==> config.mk <==
export PLATFORM = sky130hd
export DESIGN_NAME = mram_access_sequencer
export DESIGN_NICKNAME = d
export VERILOG_FILES = /design/src/rtl/mram_ctrl_pkg.sv /design/src/rtl/mram_lsb_serializer.sv /design/src/rtl/mram_access_sequencer.sv
export SDC_FILE = /design/constraint.sdc
export NUM_CORES = 1
export LEC_CHECK = 0
export ABC_AREA = 1
export CAP_MARGIN = 10
export CORE_MARGIN = 5
export CORE_UTILIZATION = 29
export DETAILED_ROUTE_END_ITERATION = 6
export DONT_BUFFER_PORTS = 1
export SKIP_CTS_REPAIR_TIMING = 1
export SLEW_MARGIN = 10
export SYNTH_ARGS = -nofsm -noshare
export SYNTH_HDL_FRONTEND = slang
export SYNTH_HIERARCHICAL = 1
export SYNTH_SLANG_ARGS = --single-unit
==> constraint.sdc <==
create_clock -name clk -period 1.4 [get_ports clk]
set_clock_uncertainty 0.1 [all_clocks]
set_input_delay 0.28 -clock clk [delete_from_list [all_inputs] [get_ports clk]]
set_output_delay 0.28 -clock clk [all_outputs]
set_load 0.005 [all_outputs]
==> src/rtl/mram_ctrl_pkg.sv <==
// mram_ctrl_pkg: shared FSM states, default parameters and strobe level for the MRAM sequencer
package mram_ctrl_pkg;
  typedef enum logic [2:0] {IDLE, SHIFT, SETUP, ACCESS, RECOVER} state_t;
  localparam int DEF_ADDR_W = 20;
  localparam int DEF_DATA_W = 16;
  localparam int DEF_T_ACCESS = 4;
  localparam int DEF_T_RECOVER = 2;
  localparam logic STROBE_OFF = 1'b1;
endpackage

==> src/rtl/mram_lsb_serializer.sv <==
// mram_lsb_serializer: parallel-load LSB-first shifter for address and data with bit counter
module mram_lsb_serializer #(
  parameter int ADDR_W = 20,
  parameter int DATA_W = 16
) (
  input  logic              clk,
  input  logic              rst,
  input  logic              load,
  input  logic              shift,
  input  logic [ADDR_W-1:0] addr,
  input  logic [DATA_W-1:0] wdata,
  output logic              addr_in,
  output logic              data_in,
  output logic              done
);
  localparam int KW = $clog2(ADDR_W + 1);
  logic [ADDR_W-1:0] a_sr, d_sr;
  logic [KW-1:0] k;
  assign addr_in = a_sr[0];
  assign data_in = d_sr[0];
  assign done = k == KW'(ADDR_W - 1);
  always_ff @(posedge clk) begin
    if (rst) begin
      a_sr <= '0;
      d_sr <= '0;
      k <= '0;
    end else if (load) begin
      a_sr <= addr;
      d_sr <= ADDR_W'(wdata);
      k <= '0;
    end else if (shift) begin
      a_sr <= a_sr >> 1;
      d_sr <= d_sr >> 1;
      k <= k + 1'b1;
    end
  end
endmodule

==> src/rtl/mram_access_sequencer.sv <==
// mram_access_sequencer: serial-front-end MRAM single-word read/write sequencer with registered strobes
module mram_access_sequencer
  import mram_ctrl_pkg::*;
#(
  parameter int ADDR_W = DEF_ADDR_W,
  parameter int DATA_W = DEF_DATA_W,
  parameter int T_ACCESS = DEF_T_ACCESS,
  parameter int T_RECOVER = DEF_T_RECOVER
) (
  input  logic              clk,
  input  logic              rst,
  input  logic              req_valid,
  output logic              req_ready,
  input  logic              req_we,
  input  logic [ADDR_W-1:0] req_addr,
  input  logic [DATA_W-1:0] req_wdata,
  input  logic [1:0]        req_be,
  output logic              rsp_valid,
  output logic [DATA_W-1:0] rsp_rdata,
  output logic              ctrl_en,
  output logic              addr_in,
  output logic              data_in,
  output logic              chip_en,
  output logic              write_en,
  output logic              out_en,
  output logic              lower_byte_en,
  output logic              upper_byte_en,
  input  logic [DATA_W-1:0] mram_dq_in,
  output logic              dq_oe,
  output logic              busy
);
  state_t state, state_n;
  logic [15:0] cnt, cnt_n;
  logic we_q;
  logic [1:0] be_q;
  logic accept, done, act_n, acc_n, last_acc;
  assign req_ready = state == IDLE;
  assign busy = !req_ready;
  assign accept = req_valid && req_ready;
  assign act_n = state_n == SETUP || state_n == ACCESS;
  assign acc_n = state_n == ACCESS;
  assign last_acc = state == ACCESS && cnt == '0;
  mram_lsb_serializer #(.ADDR_W(ADDR_W), .DATA_W(DATA_W)) u_ser (
    .clk(clk),
    .rst(rst),
    .load(accept),
    .shift(state == SHIFT),
    .addr(req_addr),
    .wdata(req_wdata),
    .addr_in(addr_in),
    .data_in(data_in),
    .done(done)
  );
  always_comb begin
    state_n = state;
    cnt_n = cnt;
    case (state)
      IDLE: state_n = accept ? SHIFT : IDLE;
      SHIFT: state_n = done ? SETUP : SHIFT;
      SETUP: begin
        state_n = ACCESS;
        cnt_n = 16'(T_ACCESS - 1);
      end
      ACCESS: begin
        state_n = cnt == '0 ? RECOVER : ACCESS;
        cnt_n = cnt == '0 ? 16'(T_RECOVER - 1) : cnt - 1'b1;
      end
      RECOVER: begin
        state_n = cnt == '0 ? IDLE : RECOVER;
        cnt_n = cnt == '0 ? '0 : cnt - 1'b1;
      end
      default: state_n = IDLE;
    endcase
  end
  always_ff @(posedge clk) begin
    if (rst) begin
      state <= IDLE;
      cnt <= '0;
      we_q <= 1'b0;
      be_q <= '0;
      rsp_valid <= 1'b0;
      rsp_rdata <= '0;
      ctrl_en <= 1'b0;
      chip_en <= STROBE_OFF;
      write_en <= STROBE_OFF;
      out_en <= STROBE_OFF;
      lower_byte_en <= STROBE_OFF;
      upper_byte_en <= STROBE_OFF;
      dq_oe <= 1'b0;
    end else begin
      state <= state_n;
      cnt <= cnt_n;
      if (accept) begin
        we_q <= req_we;
        be_q <= req_be;
      end
      rsp_valid <= last_acc;
      if (last_acc) rsp_rdata <= (!we_q && |be_q) ? mram_dq_in : '0;
      ctrl_en <= state_n == SHIFT;
      chip_en <= act_n ? ~STROBE_OFF : STROBE_OFF;
      lower_byte_en <= act_n && be_q[0] ? ~STROBE_OFF : STROBE_OFF;
      upper_byte_en <= act_n && be_q[1] ? ~STROBE_OFF : STROBE_OFF;
      write_en <= acc_n && we_q ? ~STROBE_OFF : STROBE_OFF;
      out_en <= acc_n && !we_q ? ~STROBE_OFF : STROBE_OFF;
      dq_oe <= acc_n && we_q;
    end
  end
endmodule
# After elaboration in Yosys (flattened, before gate mapping)

Cells that the tools add are included.

Register bits after elaboration: 87
Memories: 0
Memory bits (read-only): 0
Bits in writable memories: 0
Latch bits: 0

Reduce and logical (&&, ||, !) cells: 16
Shift operators: 0
Multiply operators: 0
Add/sub/neg operators: 2
Magnitude comparators: 0
Bitwise logic cells: 0
Mux-type cells: 18
Divide/modulo/power cells: 0
Equality and inequality tests: 8

Operator list:

| cell                  | count |
|---|---|
| $mux 16               | 5 |
| $pmux 16 s3           | 1 |
| $mux 20               | 2 |
| $logic_not 16->1      | 1 |
| $sub 16x1->16 const B | 1 |
| $pmux 3 s5            | 1 |
| $eq 3x2->1 const B    | 4 |
| $logic_and 1x1->1     | 7 |
| $eq 3x1->1 const B    | 2 |
| $mux 1                | 6 |
| $mux 3                | 2 |
| $add 5x1->5 const B   | 1 |
| $eq 5x5->1 const B    | 1 |
| $reduce_or 2->1       | 2 |
| $eq 3x3->1 const B    | 1 |
| $logic_not 3->1       | 1 |
| $reduce_bool 3->1     | 1 |
| $logic_not 1->1       | 2 |
| $mux 2                | 1 |
| $reduce_bool 2->1     | 1 |
| $logic_or 1x1->1      | 1 |

# Longest topological paths before layout

Gate-level depths: netlist (run 1).

Depth after elaboration: 8
Gate-level depth with buffers: 10
Mapped depth without buffers: 10

# By module

Netlist (run 1), hierarchy kept.

Modules (own cells, without submodules):

| module                | times used | area each (sq um) | cells an instance |
|---|---|---|---|
| mram_access_sequencer | 1          | 2235.9            | 297 |
| mram_lsb_serializer   | 1          | 2035.7            | 329 |

# Worst setup path after synthesis (run 1)

Ideal clock, no wire load.

Path type: register -> register
From: register state[1]
To: register u_ser.a_sr[11]
Required time: 1.168 ns
Cell stages (with the launch flop): 9
Slack: -0.156 ns
Arrival time: 1.324 ns
Library setup time: 0.132 ns
Buffers on the path: 2
Clock period less this slack: 1.556 ns
Cell sequence: dfxtp_1 > nor2_2 > nand3_1 > inv_1 > buf_4 > buf_4 > nand2_1 > nand2_1 > a21oi_1

Longest elaborated chain between the ends: 3
Elaborated cells between the ends (all ways): 5

Ends and longest elaborated chain:

| element                                      | RTL line                    | RTL |
|---|---|---|
| start: declaration                           | mram_access_sequencer.sv:32 | `state_t state, state_n;` |
| start signal: assignment                     | mram_access_sequencer.sv:91 | `state <= state_n;` |
| $logic_not 3->1 *                            | mram_access_sequencer.sv:37 | `assign req_ready = state == IDLE;` |
| $logic_and 1x1->1 *                          | mram_access_sequencer.sv:39 | `assign accept = req_valid && req_ready;` |
| via accept                                   | mram_access_sequencer.sv:36 | `logic accept, done, act_n, acc_n, last_acc;` |
| $mux 20 or $reduce_bool 2->1 (tied branches) | n/a                         |  |
| end signal: assignment                       | mram_lsb_serializer.sv:28   | `a_sr <= addr;` |
| end signal: assignment                       | mram_lsb_serializer.sv:32   | `a_sr <= a_sr >> 1;` |
| end: declaration                             | mram_lsb_serializer.sv:17   | `logic [ADDR_W-1:0] a_sr, d_sr;` |

The timed path passes the listed nets; every way through them passes the cells marked *.
A chain may end at the register's enable or synchronous reset.

# Worst setup path after layout (run 1)

From: register cnt[0]
To: register rsp_rdata[12]

Longest elaborated chain between the ends: 2

Ends and longest elaborated chain:

| element                  | RTL line                    | RTL |
|---|---|---|
| start: declaration       | mram_access_sequencer.sv:33 | `logic [15:0] cnt, cnt_n;` |
| start signal: assignment | mram_access_sequencer.sv:92 | `cnt <= cnt_n;` |
| $logic_not 16->1         | mram_access_sequencer.sv:42 | `assign last_acc = state == ACCESS && cnt == '0;` |
| $logic_and 1x1->1        | mram_access_sequencer.sv:42 |  |
| end signal: assignment   | mram_access_sequencer.sv:98 | `if (last_acc) rsp_rdata <= (!we_q && \|be_q) ? mram_dq_in : '0;` |
| end: declaration         | mram_access_sequencer.sv:19 | `output logic [DATA_W-1:0] rsp_rdata,` |

No other way between the ends.

==> Implementation_results.wiki, run 1 <==
{| class="wikitable"
! Metric !! Value
|-
| Result of the run || complete, but fails checks
|-
| Violations in the final reports || negative hold slack, negative setup slack
|-
| Number of CTS-inserted buffers || 9
|-
| DR pass1 iterations || 5
|-
| Max-slew headroom || between 70% and 80%
|-
| Number of warnings printed during yosys synthesis || 6
|-
| Root Buffer Master || sky130_fd_sc_hd__clkbuf_16
|-
| Cell Area, Synth || 4270 um^2
|-
| Antenna cell count || 0
|-
| Overall track demand over capacity in global routing || 11.7%
|-
| Setup violation total in the final timing report || 67
|-
| Slew Limit Fails || 0
|-
| CTS tree || done
|-
| Slew at the pin closest to its max-slew limit || 0.338 ns
|-
| CP endpoint kind || flop
|-
| H-tree levels || 3
|-
| Worst r2r dst || rsp_rdata[12]
|-
| Count of flip-flops with a built-in enable after synthesis || 0
|-
| Critical path buffer and inverter count || 3
|-
| Combinational Power Share || 11.7%
|-
| Final global-route overflow total || 0
|-
| Number of sinks on the clock net || 87
|-
| Post-layout net count || 769
|-
| Most frequent cells after synthesis || sky130_fd_sc_hd__nand2_1 (258), sky130_fd_sc_hd__dfxtp_1 (87), sky130_fd_sc_hd__inv_1 (69), sky130_fd_sc_hd__a21oi_1 (48), sky130_fd_sc_hd__nand3_1 (35)
|-
| Final routed wirelength across all metal layers || approximately 12000 um
|-
| Start-to-end type of the worst setup path || reg2reg
|-
| Count of unresolved DRC violations after routing || 0
|-
| Detail Route Antenna Nets || 0
|-
| Worst-case setup slack after placement || -0.156 ns
|-
| Fraction of power consumed by the clock network || 42.3%
|-
| Number of buffers inserted by port buffering || 0
|-
| Drt via density || around 4.5
|-
| Origin of the critical flop-to-flop path || cnt[0]
|-
| Starting utilization of the core area || 29.5%
|-
| Worst path slowest cell || sky130_fd_sc_hd__dfxtp_2
|-
| Power per cell area || 976 nW/um^2
|-
| Worst setup slack after layout || -0.201 ns
|-
| Setup repair after global routing missed its margin || true
|-
| Number of antenna violations at the first check in global routing || 0
|-
| Final worst-path cycle share || 114%
|-
| Final estimated routing congestion in global placement || approximately 0.78
|-
| Commonest register cell after synthesis || sky130_fd_sc_hd__dfxtp_1
|-
| Post-detailed-placement cell area || 4910 um^2
|-
| Crit-path max cell delay || between 0.3 and 0.4 ns
|-
| Via count of the first global-routing pass || between 3000 and 4000
|-
| Switching fraction of total power || 25.0%
|-
| Cells on worst reg2reg path || 8
|-
| Sw power || approximately 1.4 mW
|-
| Min-delay worst type || in2reg
|-
| Achievable Freq || 625 MHz
|-
| Met3 global-route usage || under 10%
|-
| Total Negative Setup Slacks || -6.01 ns
|-
| Number of cell rows || 44
|-
| Number of primary I/O pins || between 80 and 90
|-
| Number of distinct library cell variants in the gate-level netlist after synthesis || 33
|-
| Final Critical Period || 1.60 ns
|-
| Reg2reg setup slack || -0.20 ns
|-
| Part of the total power dissipated in sequential elements || 46.0%
|-
| Static Leakage || 2.68 nW
|-
| Per-instance average area after synthesis || 6.82 um^2
|-
| Fraction of the core area covered by cells at the end of the flow || 40.7%
|-
| Startpoint type of the worst setup path || flop
|-
| Number of flip-flops and latches in the synthesized netlist || 87
|-
| Startpoint of the most critical hold path || rst
|-
| Capture endpoint of the worst hold path || cnt[12]
|-
| Clock transition at the register clock pins on the worst setup and hold paths after CTS || around 0.07 ns
|-
| Max cap viols || 0
|-
| Async set-or-reset flop fraction in the synthesized netlist || 0%
|-
| Routed wire per std cell || 12.9 um
|-
| Global Route met1 Usage || 14.5%
|-
| Horiz. Die Dim || around 130 um
|-
| Fraction of synthesized cell area taken by the top area cell type || 40.8%
|-
| Pin count of the biggest net entering global routing || 47
|-
| Cells traversed along the worst timing path || inv_4 -> ha_4 -> nand2_4 -> nor2_4 -> buf_6 -> nand4_4 -> buf_8 -> o21ai_2
|-
| Cell area after layout || 5890 um^2
|-
| Placeable Area || 14500 um^2
|-
| Sum of net half-perimeters after detailed placement || 7550 um
|-
| Number of failing hold endpoints at the final stage || 44
|-
| Hold depth || 1
|-
| Syn Inst Count || 626
|-
| Maximum buffer depth of the clock tree || 2
|-
| Via count || just over 4000
|-
| Most frequently used cell type in the post-synthesis netlist || sky130_fd_sc_hd__nand2_1
|-
| Global-route wire length before repair || 16900 um
|-
| Post-synth net total || 687
|-
| Share of layout cells above drive strength 1 || 29.8%
|-
| CP delay by family, top || buffers and inverters
|-
| Clock latency on the worst-skew pair || between 0.3 and 0.4 ns
|-
| Initial detailed-routing violation count || 240
|-
| Critical path fanouts, max || 6
|-
| Met2 routing resource usage after global routing || 19.6%
|-
| Biggest area consumer among synthesized cells || sky130_fd_sc_hd__dfxtp_1
|-
| Die Span Y || around 130 um
|-
| Share of synthesized area occupied by flip-flops and latches || between 40 and 50%
|-
| Signal arrival time at the worst endpoint || ~1.8 ns
|-
| Worst supply voltage drop on vdd || 0.456 mV
|-
| Top post-synthesis cells by area || sky130_fd_sc_hd__dfxtp_1 (41%), sky130_fd_sc_hd__nand2_1 (23%), sky130_fd_sc_hd__inv_1 (6.1%), sky130_fd_sc_hd__a21oi_1 (5.6%), sky130_fd_sc_hd__nand3_1 (4.1%)
|-
| Internal || around 4.3 mW
|-
| Required time reported for the critical path endpoint || 1.58 ns
|-
| Min Hold Slack || -0.110 ns
|-
| Most heavily used metal layer in global routing || met2
|-
| Area enclosed by the die boundary || about 17000 um^2
|-
| Relative area change from synthesis to final layout || 38.0%
|}
-- per-stage QoR --
stage,cells,power [mW]
2_1_floorplan,626,3.14
3_3_place_gp,847,3.30
3_5_place_dp,847,3.31
4_1_cts,862,5.75
5_1_grt,896,5.99
6_report,896,5.75
-- state kept, by name (all words and copies together) (netlist names), 2 cells and up --
signal	count
u_ser/a_sr	20
state	3
u_ser/k	5
u_ser/d_sr	16
cnt	16
rsp_rdata	16
be_q	2
-- worst reg2reg max path, cell delays in order, from the launching register on --
cell                      delay, ns
sky130_fd_sc_hd__dfxtp_2       0.33
sky130_fd_sc_hd__inv_4         0.09
sky130_fd_sc_hd__ha_4          0.16
sky130_fd_sc_hd__nand2_4       0.06
sky130_fd_sc_hd__nor2_4        0.20
sky130_fd_sc_hd__buf_6         0.15
sky130_fd_sc_hd__nand4_4       0.13
sky130_fd_sc_hd__buf_8         0.19
sky130_fd_sc_hd__o21ai_2       0.13
-- power groups by stage --
stage | Clock (mW) | Sequential, mW | Combinational [mW]
floorplan | 0 | 2.69 | 0.453
global placement | 0 | 2.70 | 0.601
detailed placement | 0 | 2.70 | 0.606
CTS | 2.49 | 2.64 | 0.609
global route | 2.57 | 2.66 | 0.760
finish | 2.43 | 2.65 | 0.674
-- worst max path at each step --
stage                   from       endpoint  slack, ns  cells past startpoint
finish                cnt[0]  rsp_rdata[12]      -0.20                      8
global route          cnt[0]   rsp_rdata[8]      -0.25                      8
global placement     cnt[12]        ctrl_en      -0.13                      9
CTS                 state[0]      req_ready      -0.29                      4
detailed placement    cnt[0]        ctrl_en      -0.16                     10
floorplan             cnt[0]   rsp_rdata[0]      0.003                      8
-- cell usage in the layout (no fill, tap or decap), types with 5 or more instances in the layout --
master / count
sky130_fd_sc_hd__nor2_2: 6
sky130_fd_sc_hd__dfxtp_1: 74
sky130_fd_sc_hd__a21oi_1: 46
sky130_fd_sc_hd__nand3_4: 5
sky130_fd_sc_hd__nor2_4: 16
sky130_fd_sc_hd__buf_6: 13
sky130_fd_sc_hd__nand3_1: 33
sky130_fd_sc_hd__nand2_2: 18
sky130_fd_sc_hd__clkbuf_16: 11
sky130_fd_sc_hd__nor2_1: 14
sky130_fd_sc_hd__inv_1: 59
sky130_fd_sc_hd__nand3_2: 7
sky130_fd_sc_hd__o21ai_2: 18
sky130_fd_sc_hd__dlygate4sd3_1: 14
sky130_fd_sc_hd__dfxtp_2: 12
sky130_fd_sc_hd__a21oi_2: 8
sky130_fd_sc_hd__inv_2: 8
sky130_fd_sc_hd__nand2_1: 241
sky130_fd_sc_hd__buf_12: 7
sky130_fd_sc_hd__buf_4: 59
-- cells by family after synthesis --
| family | Yosys count | share of synthesized area (%) |
|---|---|---|
| AND/OR/NAND/NOR | 352 | 35.7 |
| buffers and inverters | 98 | 10.6 |
| flip-flops | 87 | 40.8 |
| AO/OA/AOI/OAI | 82 | 11.2 |
| XOR/XNOR | 4 | 0.820 |
| adder cells (fa/ha/maj) | 3 | 0.879 |
-- layout make-up --
| type | count | area, um^2 |
|---|---|---|
| clock buffers | 11 | 243 |
| clock inverters | 4 | 56.3 |
| fillers | 1476 | 8580 |
| inverters | 70 | 272 |
| multi-input cells | 444 | 2400 |
| flip-flops and latches | 87 | 1760 |
| well taps | 184 | 230 |
| repair buffers | 96 | 935 |
-- per-layer routing --
| layer | vias to the layer above | wire length [um] |
|---|---|---|
| met4 | 0 | 192 |
| li1 | 2122 | - |
| met5 | - | 0 |
| met1 | 1866 | 5030 |
| met3 | 15 | 424 |
| met2 | 64 | 5940 |
(Power assumes the default switching activity.)
==> run 2, diff against run 1 <==
Settings changed: SETUP_SLACK_MARGIN set to 0.3, SKIP_LAST_GASP set to 1.
==> run 2 against run 1 <==
Effect of this change:
- the flow still finishes with violations (negative hold slack, negative setup slack)
- worst hold slack hardly changed
- fmax is 3.7% higher
- critical path depth stayed put
- clock power is 7% higher
- wire length is 1.3% higher
- critical path type unchanged
- critical endpoint is now u_ser/d_sr[2]
==> Implementation_results.wiki, run 2 (same netlist as run 1, synthesis figures left out) <==
{| class="wikitable"
! Metric !! Value
|-
| Final routed wirelength across all metal layers || roughly 12000 um
|-
| Final Critical Period || 1.54 ns
|-
| Number of primary I/O pins || 86
|-
| Final global-route overflow total || 0
|-
| Pin count of the biggest net entering global routing || 47
|-
| Worst setup slack after layout || -0.143 ns
|-
| Layout fillers || 1398
|-
| Clock latency on the worst-skew pair || 0.35 ns
|-
| Power per cell area || 976 nW/um^2
|-
| Setup repair after global routing missed its margin || true
|-
| Final estimated routing congestion in global placement || 0.796
|-
| Register with the most flip-flops || u_ser/a_sr
|-
| Slew at the pin closest to its max-slew limit || 0.311 ns
|-
| DR pass1 iterations || 5
|-
| Number of buffers inserted by port buffering || 0
|-
| Via count of the first global-routing pass || 3439
|-
| Min Hold Slack || -0.110 ns
|-
| Achievable Freq || 648 MHz
|-
| Startpoint type of the worst setup path || flop
|-
| Crit-path max cell delay || 0.37 ns
|-
| Number of failing hold endpoints at the final stage || 43
|-
| Max cap viols || 0
|-
| Count of cell instances traversed by the critical path || 8
|-
| Clock transition at the register clock pins on the worst setup and hold paths after CTS || 0.07 ns
|-
| Worst path slowest cell || sky130_fd_sc_hd__dfxtp_4
|-
| Initial detailed-routing violation count || 211
|-
| Slew Limit Fails || 0
|-
| Setup violation total in the final timing report || 78
|-
| Number of cell rows || between 40 and 50
|-
| Most common cell after layout, fill and taps aside || sky130_fd_sc_hd__nand2_1
|-
| Origin of the critical flop-to-flop path || state[1]
|-
| Number of sinks on the clock net || 87
|-
| Dominant cell type by count on the critical path || sky130_fd_sc_hd__nor2_4
|-
| CP endpoint kind || flop
|-
| Number of flip-flops under the largest register name || 20
|-
| Reg2reg setup slack || -0.14 ns
|-
| Share of layout cells above drive strength 1 || 40.8%
|-
| Maximum buffer depth of the clock tree || 2
|-
| Detail Route Antenna Nets || 0
|-
| Cells traversed along the worst timing path || nor2_4 -> buf_4 -> nand3_4 -> inv_8 -> nor2_4 -> clkbuf_16 -> nand2_1 -> a21oi_2
|-
| Count of unresolved DRC violations after routing || 0
|-
| Drt via density || 4.53
|-
| Start-to-end type of the worst setup path || reg2reg
|-
| Root Buffer Master || sky130_fd_sc_hd__clkbuf_16
|-
| Number of antenna violations at the first check in global routing || 0
|-
| Relative area change from synthesis to final layout || 47.0%
|-
| Met2 routing resource usage after global routing || 17.3%
|-
| Starting utilization of the core area || 29.5%
|-
| Total Negative Setup Slacks || -6.49 ns
|-
| Horiz. Die Dim || between 100 and 150 um
|-
| Hold depth || 1
|-
| Worst Setup EP || u_ser/d_sr[2]
|-
| Die Span Y || 131 um
|-
| Routed wire per std cell || between 10 and 15 um
|-
| Launch point of the worst path || state[1]
|-
| Post-layout net count || between 700 and 800
|-
| Sum of net half-perimeters after detailed placement || 7480 um
|-
| H-tree levels || 3
|-
| Area enclosed by the die boundary || about 17000 um^2
|-
| Commonest cells after routing, fill and taps aside || sky130_fd_sc_hd__nand2_1 (217), sky130_fd_sc_hd__inv_1 (58), sky130_fd_sc_hd__dfxtp_1 (49)
|-
| Placeable Area || 14500 um^2
|-
| Result of the run || complete, but fails checks
|-
| Met3 global-route usage || 4.43%
|-
| Final worst-path cycle share || 110%
|-
| Via count || 4021
|-
| Signal arrival time at the worst endpoint || 1.73 ns
|-
| Critical path buffer and inverter count || 3
|-
| Max-slew headroom || 79.2%
|-
| Global Route met1 Usage || between 10% and 20%
|-
| Worst r2r dst || u_ser/d_sr[2]
|-
| Antenna cell count || 0
|-
| Most heavily used metal layer in global routing || met2
|-
| CTS tree || done
|-
| Number of CTS-inserted buffers || 9
|-
| CP delay by family, top || simple AND/OR/NAND/NOR gates
|-
| Static Leakage || 2.78 nW
|-
| Violations in the final reports || negative hold slack, negative setup slack
|-
| Global-route wire length before repair || 16900 um
|-
| Cells on worst reg2reg path || 8
|-
| Required time reported for the critical path endpoint || around 1.6 ns
|-
| Critical path fanouts, max || 5
|-
| Worst supply voltage drop on vdd || between 0.7 and 0.8 mV
|-
| Overall track demand over capacity in global routing || between 10% and 20%
|-
| Min-delay worst type || in2reg
|}
run 2: worst register-to-register path, cell delays in order, from the launching register on:
cell and delay [ns]:
sky130_fd_sc_hd__dfxtp_4 0.37, sky130_fd_sc_hd__nor2_4 0.05, sky130_fd_sc_hd__buf_4 0.13, sky130_fd_sc_hd__nand3_4 0.11, sky130_fd_sc_hd__inv_8 0.06, sky130_fd_sc_hd__nor2_4 0.26, sky130_fd_sc_hd__clkbuf_16 0.23, sky130_fd_sc_hd__nand2_1 0.07
sky130_fd_sc_hd__a21oi_2 0.12
run 2: routing by layer:
metal	vias up	share of wire [%]	wire length, um
met5	-	0	0
met2	79	48	5660
li1	2095	-	-
met3	13	4.9	577
met1	1834	45	5320
met4	0	1.5	174
run 2: power by group:
part / internal [mW] / switching [mW]
Sequential: 2.57 / 0.0792
Clock: 1.57 / 1.03
Combinational: 0.411 / 0.464
Total: 4.55 / 1.58
run 2: worst min-delay path by stage:
stage | from | end | slack [ns]
2_1_floorplan | rst | ctrl_en | 0.26
3_3_place_gp | rst | cnt[12] | 0.25
3_5_place_dp | rst | cnt[8] | 0.25
4_1_cts | rst | cnt[8] | -0.13
5_1_grt | rst | cnt[5] | -0.13
6_report | rst | cnt[5] | -0.11
run 2: per-stage QoR:
step / instance area, um^2 / util, % / setup WS (ns) / power, mW / cells
after floorplan: 4460 / - / 0.0474 / 3.17 / 626
after detailed placement: 5000 / 34.5 / -0.0566 / 3.32 / 833
after CTS: 5320 / 36.7 / -0.308 / 5.95 / 849
final: 6280 / 43.4 / -0.143 / 6.13 / 888
after global placement: 5000 / 34.5 / -0.0584 / 3.31 / 833
after global routing: 6280 / 43.4 / -0.221 / 6.41 / 888
run 2: final cells by class:
type	instances	area (um^2)	share of cell area [%]
Multi-Input combinational cell	441	2640	42.0
Sequential cell	87	1810	28.8
Timing Repair Buffer	90	1000	16.0
Inverter	70	280	4.46
Tap cell	184	230	3.67
Clock buffer	9	225	3.59
Clock inverter	7	95.1	1.51
==> run 3, diff against run 2 <==
Settings changed: SETUP_SLACK_MARGIN 0.3 to unset, SKIP_LAST_GASP 1 to unset.
Clock period 1.4 ns to 2 ns, I/O delays scaled along.
==> run 3 against run 2 <==
Effect of this change:
- the flow now finishes without violations
- first-iteration DRC count fell by 15%
- flip-flop and latch count unchanged
- combinational power down 59%
- count of clock-buffer cells in the layout grew 3
- die area unchanged
- utilization is 11 points lower
- clock power shrank 28%
- worst hold slack better by 0.14 ns
- via count down 11%
- largest cell class unchanged
==> Implementation_results.wiki, run 3 (same netlist as run 1, synthesis figures left out) <==
{| class="wikitable"
! Metric !! Value
|-
| Static Leakage || 2.14 nW
|-
| Met2 routing resource usage after global routing || around 18%
|-
| CP endpoint kind || primary output
|-
| Clock transition at the register clock pins on the worst setup and hold paths after CTS || 0.06 ns
|-
| Most common cell after layout, fill and taps aside || sky130_fd_sc_hd__nand2_1
|-
| Crit-path max cell delay || 0.34 ns
|-
| Cell area after layout || roughly 4700 um^2
|-
| Global Route met1 Usage || 15.0%
|-
| Count of unresolved DRC violations after routing || 0
|-
| Signal arrival time at the worst endpoint || about 1.3 ns
|-
| CTS tree || done
|-
| DR pass1 iterations || 4
|-
| Met3 global-route usage || 2.71%
|-
| Start-to-end type of the worst setup path || reg2out
|-
| Number of flip-flops under the largest register name || 20
|-
| Root Buffer Master || sky130_fd_sc_hd__clkbuf_16
|-
| Register area || 1740 um^2
|-
| Number of cell rows || 44
|-
| Worst supply voltage drop on vdd || 0.359 mV
|-
| Placeable Area || 14500 um^2
|-
| Critical path buffer and inverter count || 2
|-
| Dominant cell type by count on the critical path || sky130_fd_sc_hd__inv_1
|-
| Final global-route overflow total || 0
|-
| Post-layout net count || 678
|-
| Area enclosed by the die boundary || 17300 um^2
|-
| Share of layout cells above drive strength 1 || 10.8%
|-
| Initial detailed-routing violation count || 179
|-
| Layout fillers || 1592
|-
| Number of sinks on the clock net || 87
|-
| Detail Route Antenna Nets || 0
|-
| Final estimated routing congestion in global placement || approximately 0.82
|-
| Drt via density || 4.44
|-
| Slew at the pin closest to its max-slew limit || around 0.72 ns
|-
| CP delay by family, top || simple AND/OR/NAND/NOR gates
|-
| Cells traversed along the worst timing path || nor2_2 -> inv_1 -> nor2_1 -> inv_1
|-
| Die Span Y || 131 um
|-
| Achievable Freq || 555 MHz
|-
| Total chip power || 4.07 mW
|-
| H-tree levels || 3
|-
| Sum of net half-perimeters after detailed placement || between 6000 and 7000 um
|-
| Max-slew headroom || 51.9%
|-
| Max cap viols || 0
|-
| Pin count of the biggest net entering global routing || 47
|-
| Via count || 3579
|-
| Post-detailed-placement cell area || 4400 um^2
|-
| Total Negative Setup Slacks || 0 ns
|-
| Required time reported for the critical path endpoint || about 1.5 ns
|-
| Relative area change from synthesis to final layout || 10.7%
|-
| Starting utilization of the core area || 29.5%
|-
| Final Critical Period || approximately 1.8 ns
|-
| Power per cell area || approximately 860 nW/um^2
|-
| Via count of the first global-routing pass || 3251
|-
| Routed wire per std cell || 12.3 um
|-
| Most heavily used metal layer in global routing || met2
|-
| Global-route wire length before repair || 16500 um
|-
| Final worst-path cycle share || 90.2%
|-
| Result of the run || finished clean
|-
| Fraction of the core area covered by cells at the end of the flow || between 30% and 40%
|-
| Setup violation total in the final timing report || 0
|-
| Min-delay worst type || in2reg
|-
| Multi-input combinational cell area || 2080 um^2
|-
| Number of failing hold endpoints at the final stage || 0
|-
| Commonest cells after routing, fill and taps aside || sky130_fd_sc_hd__nand2_1 (258), sky130_fd_sc_hd__dfxtp_1 (87), sky130_fd_sc_hd__inv_1 (69)
|-
| Horiz. Die Dim || 131 um
|-
| Setup repair after global routing missed its margin || false
|-
| Register with the most flip-flops || u_ser/a_sr
|-
| Slew Limit Fails || 0
|-
| Number of primary I/O pins || 86
|-
| Number of antenna violations at the first check in global routing || 0
|-
| Critical path fanouts, max || 4
|-
| Maximum buffer depth of the clock tree || 2
|-
| Number of buffers inserted by port buffering || 0
|-
| Worst path slowest cell || sky130_fd_sc_hd__dfxtp_1
|-
| Antenna cell count || 0
|-
| Overall track demand over capacity in global routing || 11.4%
|-
| Startpoint type of the worst setup path || flop
|-
| Final routed wirelength across all metal layers || 9930 um
|-
| Clock latency on the worst-skew pair || about 0.34 ns
|-
| Number of CTS-inserted buffers || 9
|}
## run 3: changes by cell type in the layout (fill, tap and decap cells not counted), sizes merged
cell         previous run  this run
buf                    69         8
clkbuf                 14        12
clkinv                  2         0
dlygate4sd3            16         0
inv                    72        71
## run 3: power by group
group	leakage [nW]	switching [mW]	internal (mW)
Combinational	1.27	0.234	0.124
Sequential	0.710	0.0412	1.81
Clock	0.159	0.691	1.17
## run 3: area by class of cell
cell class              count  share of cell area [%]
multi-input cells         441                    43.9
flip-flops and latches     87                    36.8
inverters                  70                    5.55
clock buffers              12                    5.42
well taps                 184                    4.87
repair buffers              8                    1.80
clock inverters             4                    1.61
## run 3: path summary, 6_finish.rpt
kind,slack [ns],depth (start not counted),endpoint,startpoint
max reg2reg,0.23,8,u_ser/a_sr[7],state[1]
max,0.20,4,busy,state[1]
min reg2reg,0.29,1,upper_byte_en,be_q[1]
min,0.03,1,cnt[12],rst
## run 3: metal layers
layer	routed length, um	share of wire (%)
met5	0	0
met4	133	1.3
met3	376	3.8
met2	4830	49
met1	4590	46
## run 3: through the flow
step / worst slack, ns / instances / hold WS (ns)
floorplan: 0.444 / 626 / 0.265
global placement: 0.279 / 790 / 0.268
detailed placement: 0.232 / 790 / 0.274
CTS: 0.159 / 806 / 0.00616
global route: 0.0429 / 806 / 0.00200
finish: 0.197 / 806 / 0.0260
